**src/rtl/seq_det_pkg.sv**
```systemverilog
// Shared types and helpers for the programmable serial pattern detector.
// Config storage is sized for the widest legal pattern (64 bits); unused upper bits stay zero.
package seq_det_pkg;
  localparam int DEF_MAX_LEN = 16;
  localparam int DEF_CNT_W   = 16;
  localparam int PAT_W       = 64;
  localparam int PLEN_W      = 7;

  typedef struct packed {
    logic [PAT_W-1:0]  pattern;
    logic [PLEN_W-1:0] len;
    logic              overlap;
  } seq_cfg_t;

  // Low 'len' bits set; len=64 yields all ones without shifting out of range.
  function automatic logic [PAT_W-1:0] len_mask(input logic [PLEN_W-1:0] len);
    if (len >= PLEN_W'(PAT_W)) return '1;
    return (PAT_W'(1) << len) - PAT_W'(1);
  endfunction
endpackage

```
**src/rtl/seq_history_reg.sv**
```systemverilog
// Serial history shift register with a saturating count of bits seen since the last flush.
// Flush always zeroes fill; hist shifts if a bit arrives, otherwise flush clears it.
module seq_history_reg #(
  parameter int MAX_LEN = 16,
  parameter int LEN_W   = $clog2(MAX_LEN + 1)
) (
  input  logic               clk,
  input  logic               resetn,
  input  logic               flush,
  input  logic               shift_en,
  input  logic               bit_in,
  output logic [MAX_LEN-1:0] hist,
  output logic [LEN_W-1:0]   fill
);
  always_ff @(posedge clk or negedge resetn) begin
    if (!resetn) begin
      hist <= '0;
      fill <= '0;
    end else begin
      if (shift_en)   hist <= {hist[MAX_LEN-2:0], bit_in};
      else if (flush) hist <= '0;
      if (flush)                                        fill <= '0;
      else if (shift_en && fill != LEN_W'(MAX_LEN))     fill <= fill + LEN_W'(1);
    end
  end
endmodule

```
**src/rtl/pattern_sequence_detector.sv**
```systemverilog
// Runtime-programmable serial pattern detector with overlap control, a registered
// detect pulse and a saturating match counter.
module pattern_sequence_detector
  import seq_det_pkg::*;
#(
  parameter int  MAX_LEN = DEF_MAX_LEN,
  parameter int  CNT_W   = DEF_CNT_W,
  localparam int LEN_W   = $clog2(MAX_LEN + 1)
) (
  input  logic               clk,
  input  logic               resetn,
  input  logic               cfg_load,
  input  logic [MAX_LEN-1:0] cfg_pattern,
  input  logic [LEN_W-1:0]   cfg_len,
  input  logic               cfg_overlap,
  input  logic               cnt_clr,
  input  logic               seq,
  input  logic               valid,
  output logic               detected,
  output logic [CNT_W-1:0]   match_count,
  output logic               armed
);
  seq_cfg_t           cfg_q;
  logic [MAX_LEN-1:0] hist;
  logic [LEN_W-1:0]   fill, fill_n;
  logic [PAT_W-1:0]   cand;
  logic               accept, match, flush;

  assign accept = valid && !cfg_load;
  assign fill_n = (fill == LEN_W'(MAX_LEN)) ? fill : fill + LEN_W'(1);
  // Post-shift history built from the registered history and the incoming bit.
  assign cand   = (PAT_W'(hist) << 1) | PAT_W'(seq);
  assign match  = accept && armed && (PLEN_W'(fill_n) >= cfg_q.len) &&
                  (((cand ^ cfg_q.pattern) & len_mask(cfg_q.len)) == '0);
  assign flush  = cfg_load || (match && !cfg_q.overlap);

  seq_history_reg #(.MAX_LEN(MAX_LEN), .LEN_W(LEN_W)) u_hist (
    .clk      (clk),
    .resetn   (resetn),
    .flush    (flush),
    .shift_en (accept),
    .bit_in   (seq),
    .hist     (hist),
    .fill     (fill)
  );

  always_ff @(posedge clk or negedge resetn) begin
    if (!resetn) begin
      cfg_q <= '0;
      armed <= 1'b0;
    end else if (cfg_load) begin
      cfg_q.pattern <= PAT_W'(cfg_pattern);
      cfg_q.len     <= PLEN_W'(cfg_len);
      cfg_q.overlap <= cfg_overlap;
      armed         <= (cfg_len != '0) && (cfg_len <= LEN_W'(MAX_LEN));
    end
  end

  always_ff @(posedge clk or negedge resetn) begin
    if (!resetn) begin
      detected    <= 1'b0;
      match_count <= '0;
    end else begin
      detected <= match;
      if (cnt_clr)                        match_count <= '0;
      else if (match && match_count != '1) match_count <= match_count + CNT_W'(1);
    end
  end
endmodule

```
**config.mk**
```make
export PLATFORM = sky130hd
export DESIGN_NAME = pattern_sequence_detector
export DESIGN_NICKNAME = d
export VERILOG_FILES = /design/src/rtl/seq_det_pkg.sv /design/src/rtl/seq_history_reg.sv /design/src/rtl/pattern_sequence_detector.sv
export SDC_FILE = /design/constraint.sdc
export NUM_CORES = 1
export LEC_CHECK = 0
export ABC_AREA = 1
export BUFFER_PORTS_ARGS = -buffer_cell sky130_fd_sc_hd__buf_2
export CELL_PAD_IN_SITES_DETAIL_PLACEMENT = 2
export CELL_PAD_IN_SITES_GLOBAL_PLACEMENT = 2
export CORE_MARGIN = 2
export CORE_UTILIZATION = 35
export DETAILED_ROUTE_END_ITERATION = 7
export PLACE_DENSITY = 0.8
export SLEW_MARGIN = 20
export SYNTH_ARGS = -nofsm -noshare
export SYNTH_HDL_FRONTEND = slang
export SYNTH_SLANG_ARGS = --single-unit
export TNS_END_PERCENT = 20
```
**constraint.sdc**
```tcl
create_clock -name clk -period 6 [get_ports clk]
set_clock_uncertainty 0.05 [all_clocks]
set_input_delay 0.6 -clock clk [delete_from_list [all_inputs] [get_ports clk]]
set_output_delay 0.6 -clock clk [all_outputs]
set_load 0.1 [all_outputs]
```
==> impl_metrics.toml, run 1 <==
[outcome]
status = "finished clean"

[global_route]
grt_pass1_vias = 3825
grt_max_degree = 62
antenna_found_initial = 0
grtUsageTotal = 0.227
grt-ovfl-total = 0
grt_pass1_wl_um = 20600

[run]
cap_violations = 0

[pwr]
p_clk_frac = 0.418
powerDensity_nw_per_um2 = 239
leakagePower_uw = 0.00238
power_switching_uw = 322
p_comb_frac = 0.156
switching_share = 0.309
total_power_uw = 1040
p_int_uw = 722
ir_worst_vdd_mv = 0.156
p_seq_frac = 0.426

[route]
wl_per_cell_um = 17.4
wl_met2_um = 5700
firstDrtPassIters = 4
detail-route-antenna-nets = 0
routed_wl_um = 12200
dr.max_layer_used = "met4"
drt-initial-drc-count = 153
via_per_inst = 5.16
drt-met1-wl_um = 5980
drc = 0
vias = 3624
routed-wl-met3_um = 353

[sta]
tns_ps = 0
holdWs_ps = 350
rsz0062_at_grt = "no"
slew_violations = 0
finalSetupViolations = 0
final_hold_viol_count = 0
relSlewSlack = 0.337
min_period_ps = 3190
post-route-period-util = 0.532
fmax_mhz = 313
worst_pin_slew_ps = 993
fin_ws_ps = 2810

[floorplanning]
std_cell_rows = 38
initial_core_util = 0.357
die_h_um = 109
dieWidth_um = 109
core_sq_um = 10800
pin_count = 46
die_area_sq_um = 11900

[cts]
postCtsHoldBufs = 0
cts_setup_buffers = 0
cts_buffers = 9
cts_sinks = 61
htreeDepth = 3
clockBufferDepth = 2
clk_pin_slew_ps = 80
cts_resized = 0
cts_tree = "yes"
clock_latency_ps = 360
root_buffer = "clkbuf_8"

[logic_synthesis]
synth_warnings = 0
postSynth.asyncResetShare = 1.00
synthesis.nets = 556
synth-seq-cells = 61
synth_cells = 519
avgSynthCellArea_sq_um = 7.42
ys_types = 34
synthesis.area_sq_um = 3850
synth_flop_cell = "dfrtp_1"
synth-seq-area-share = 0.396
synth_edf_count = 0

[cells_and_area]
final_cell_mix = "169 x nand2_1, 61 x dfrtp_1, 50 x inv_1"
drive_gt1_frac = 0.162
antenna_cells = 0
nets = 594
syn_to_final_growth_pct = 13.6
fin_area_sq_um = 4370
layout_commonest_cell = "nand2_1"

[hold_path]
hp-class = "input pin to async pin"

[placement]
port_buffers = 45
gp_congestion = 0.805
place_area_sq_um = 4140
dp_hpwl_um = 9000
dp_worst_setup_slack_ps = 2820

[critical_path]
critPathKind = "flop to flop"
cp-end-kind = "flop"
arrival_ps = 3420
cp-start-kind = "flop"
critPathRequiredTime_ps = 6230
crit_fanout = 17
## Yosys cell counts (2+ instances only)
cell      number  area (sq um)
inv_2          8          30.0
nand2_1      169           634
o21ai_1        2          10.0
nor3_1         8          40.0
xnor2_1        2          17.5
clkinv_1       2          7.51
nor2_1        39           146
nor2_2         3          18.8
nand4_1       42           263
a21oi_1        5          25.0
nand3_1       32           160
xor2_1        26           228
ha_1           9           113
buf_1          3          11.3
o21ai_0       18          90.1
nand2_2        2          12.5
nor2_4         3          33.8
buf_2          3          15.0
buf_6          5          56.3
clkbuf_1       7          26.3
o21bai_1       2          15.0
inv_1         50           188
nand3_4        2          35.0
dfrtp_1       61          1530
nand3_2        7          70.1
## sequential cells by signal, indices dropped and copies added, names as in the netlist
name         flops
u_hist.fill      5
cfg_q           22
detected         1
armed            1
u_hist.hist     16
match_count     16
## per-stage QoR
step,utilization,cells
floorplan,-,519
global placement,0.384,686
detailed placement,0.384,686
CTS,0.405,702
global route,0.405,702
finish,0.405,702
## cells by family after synthesis
kind of cell	Yosys count	share of synthesized area
buffers and inverters	79	0.0887
adders and majority gates	9	0.0292
and+or+nand+nor	313	0.380
AOI/OAI and AO/OA	29	0.0416
DFF	61	0.396
xor gates and xnor gates	28	0.0637
## worst paths after layout
path	start	to	slack, ps	cells past startpoint
setup / recovery	u_hist.fill[1]	match_count[1]	2810	18
hold reg to reg	cfg_q[12]	cfg_q[12]	460	2
setup reg to reg	u_hist.fill[1]	match_count[1]	2810	18
min in group clk	cfg_pattern[9]	cfg_q[17]	380	3
hold / removal	resetn	cfg_q[15]	350	2
max in group asynchronous	resetn	match_count[1]	5000	2
## power by group through the flow
| stage | clock (uW) | sequential, uW | combinational (uW) |
|---|---|---|---|
| floorplan | 0 | 450 | 107 |
| global placement | 0 | 452 | 154 |
| detailed placement | 0 | 453 | 163 |
| CTS | 446 | 445 | 165 |
| global route | 461 | 448 | 185 |
| finish | 437 | 445 | 163 |
## routing by layer
metal / up-vias / global-route usage
met5: - / 0
met1: 1800 / 0.324
li1: 1758 / -
met2: 51 / 0.357
met3: 15 / 0.0269
met4: 0 / 0.0769
## critical path: stages, from the launching register on
cell and delay, ps:
dfrtp_1 410, inv_1 120, ha_1 160, nand2_1 60, nor3_1 310, inv_1 150, nand2_1 80, o21ai_0 100
ha_1 330, nand2_1 70, nor3_1 150, nor2_1 70, nand2_1 150, nand4_1 180, nor2_4 180, nand3_4 230
nand2_1 140, nand2_1 50, nor2_1 120
## cell type report
| class | count | area [sq um] |
|---|---|---|
| Tap cell | 140 | 175 |
| Timing Repair Buffer | 46 | 233 |
| Fill cell | 1282 | 6420 |
| Clock inverter | 6 | 92.6 |
| Inverter | 60 | 225 |
| Multi-Input combinational cell | 379 | 1980 |
| Sequential cell | 61 | 1530 |
| Clock buffer | 10 | 138 |
(Power assumes the default switching activity.)
==> inputs of run 2 (changes only) <==
--- a/config.mk
+++ b/config.mk
@@ -5,14 +5,14 @@
 export SDC_FILE = /design/constraint.sdc
 export NUM_CORES = 1
 export LEC_CHECK = 0
-export ABC_AREA = 1
+export ABC_AREA = 0
 export BUFFER_PORTS_ARGS = -buffer_cell sky130_fd_sc_hd__buf_2
 export CELL_PAD_IN_SITES_DETAIL_PLACEMENT = 2
 export CELL_PAD_IN_SITES_GLOBAL_PLACEMENT = 2
 export CORE_MARGIN = 2
 export CORE_UTILIZATION = 35
 export DETAILED_ROUTE_END_ITERATION = 7
-export PLACE_DENSITY = 0.8
+export PLACE_DENSITY = 0.73
 export SLEW_MARGIN = 20
 export SYNTH_ARGS = -nofsm -noshare
 export SYNTH_HDL_FRONTEND = slang
==> constraint.sdc (replaced) <==
create_clock -name clk -period 3 [get_ports clk]
set_clock_uncertainty 0.05 [all_clocks]
set_input_delay 0.3 -clock clk [delete_from_list [all_inputs] [get_ports clk]]
set_output_delay 0.3 -clock clk [all_outputs]
set_load 0.1 [all_outputs]
==> impl_metrics.toml, run 2 <==
[outcome]
status = "complete, but fails checks"
violations = "negative setup slack"

[global_route]
antenna_found_initial = 0
grt_pass1_wl_um = 18400
grtUsageTotal = 0.218
grt-ovfl-total = 0
grt_max_degree = 49
grt_pass1_vias = 3404

[critical_path]
crit_slowest_cell = "or4_4"
critPathKind = "flop to flop"
cpPeakStageDelay_ps = 500
critical-path-top-delay-family = "simple AND/OR/NAND/NOR gates"
cp_cell_sequence = "inv_2, ha_4, nand2_4, nor3_4, buf_6, xnor2_2, ha_1, nand2b_4, a211o_1, o2111ai_2, a222oi_1, nand3_2, buf_6, or4_4, a21oi_2"
crit_fanout = 5
arrival_ps = 3480
path_buf_inv = 3
reg2reg_slack_ps = -240
cpMostUsedCell = "buf_6"
critPathRequiredTime_ps = 3250
cp-end-kind = "flop"
cp-start-kind = "flop"

[logic_synthesis]
synth_edf_count = 0
synthesis.area_sq_um = 3490
avgSynthCellArea_sq_um = 10.1
synth_most_common_cell = "dfrtp_1"
synth-seq-area-share = 0.437
postSynth.asyncResetShare = 1.00
synth_flop_cell = "dfrtp_1"
synth-seq-cells = 61
synth_area_leaders = "dfrtp_1 44%, mux2_2 8.4%, mux2i_1 4.9%"
synth_area_leader_cell = "dfrtp_1"
synth_warnings = 0
synth_top_area_frac = 0.437
ys_types = 48
synth_cells = 347
synthesis.nets = 384
synthTopCellsByCount = "61 x dfrtp_1, 31 x nor2_1, 26 x mux2_2"

[pwr]
ir_worst_vdd_mv = 0.247
leakagePower_uw = 0.00209
powerDensity_nw_per_um2 = 461

[cells_and_area]
largest_reg_flops = 22
syn_to_final_growth_pct = 34.1
nets = 462
stdcell_count = 563
top_regs = "cfg_q (22), match_count (16), u_hist.hist (16)"
regMostFlops = "cfg_q"
antenna_cells = 0
layout_commonest_cell = "dfrtp_1"
drive_gt1_frac = 0.437
final_cell_mix = "58 x dfrtp_1, 45 x buf_2, 39 x buf_4"

[floorplanning]
die_area_sq_um = 10800
die_h_um = 104
std_cell_rows = 36
core_sq_um = 9730
dieWidth_um = 104
pin_count = 46
initial_core_util = 0.359

[sta]
fin_ws_ps = -239
worst_pin_slew_ps = 778
slew_violations = 0
post-route-period-util = 1.08
relSlewSlack = 0.482
rsz0062_at_grt = "yes"
final_hold_viol_count = 0
finalSetupViolations = 17
fmax_mhz = 309
min_period_ps = 3240

[placement]
dp_hpwl_um = 7550
dp_worst_setup_slack_ps = -233
gp_congestion = 0.898
port_buffers = 45
dp_cells = 539

[route]
firstDrtPassIters = 4
vias = 3058
drt-initial-drc-count = 81
drc = 0
routed_wl_um = 11400
wl_per_cell_um = 20.2
detail-route-antenna-nets = 0
via_per_inst = 5.43

[cts]
clk_pin_slew_ps = 80
cts_tree = "yes"
cts_sinks = 61
clockBufferDepth = 2
clock_latency_ps = 370
htreeDepth = 3
cts_buffers = 9
root_buffer = "clkbuf_8"

[hold_path]
hp-class = "input pin to flop"

[run]
cap_violations = 0
[run 2: kinds of logic after synthesis]
kind of cell,share of synthesized area
multiplexers,0.133
AO/OA/AOI/OAI,0.105
AND/OR/NAND/NOR,0.189
adder cells (fa/ha/maj),0.0322
XOR/XNOR,0.0652
buffers and inverters,0.0390
flip-flops,0.437
[run 2: layer usage]
metal,wire [um],track usage,up-vias
met5,0,0,-
met4,262,0.0820,0
met3,273,0.0320,19
met1,4920,0.271,1575
met2,5930,0.384,51
li1,-,-,1413
[run 2: path summary, 6_finish.rpt]
kind,depth (start not counted),start,end
min in group asynchronous,2,resetn,match_count[15]
min reg2reg,1,cfg_q[13],cfg_q[13]
max in group asynchronous,3,resetn,u_hist.hist[8]
max reg2reg,15,u_hist.fill[1],match_count[2]
max,15,u_hist.fill[1],match_count[2]
min,2,cfg_pattern[8],cfg_q[16]
[run 2: where the power goes]
part / switching, uW / internal [uW] / leakage (uW) / total (uW)
Clock: 373 / 489 / 0.000112 / 862
Sequential: 35.9 / 858 / 0.000796 / 894
Combinational: 226 / 178 / 0.00119 / 404
[run 2: metrics by stage]
step / power, uW / instance area (sq um) / TNS [ps] / util / hold slack (ps)
floorplan: 1130 / 3640 / -1110 / - / -45.6
global route: 2250 / 4680 / -5830 / 0.481 / 117
global placement: 1250 / 4180 / -976 / 0.429 / 366
detailed placement: 1270 / 4180 / -3100 / 0.429 / 366
finish: 2160 / 4680 / -2610 / 0.481 / 115
CTS: 2160 / 4590 / -1870 / 0.472 / 107
[run 2: area by class of cell]
| type | instances | area, sq um |
|---|---|---|
| timing repair buffer | 90 | 597 |
| tap | 133 | 166 |
| clock inverter | 6 | 86.3 |
| clock buffer | 10 | 138 |
| sequential | 61 | 1530 |
| inverter | 7 | 28.8 |
| fill | 1029 | 5050 |
| multi-input combinational | 256 | 2140 |
[run 2: timing repair]
action / in CTS / in global routing
hold buffers: 1 / 0
cloned: 2 / 0
gates resized for setup: 24 / 30
hold endpoints to repair: 28 / 0
endpoints found under the setup margin: 21 / 21
pin swaps: 21 / 17
setup buffers: 4 / 4
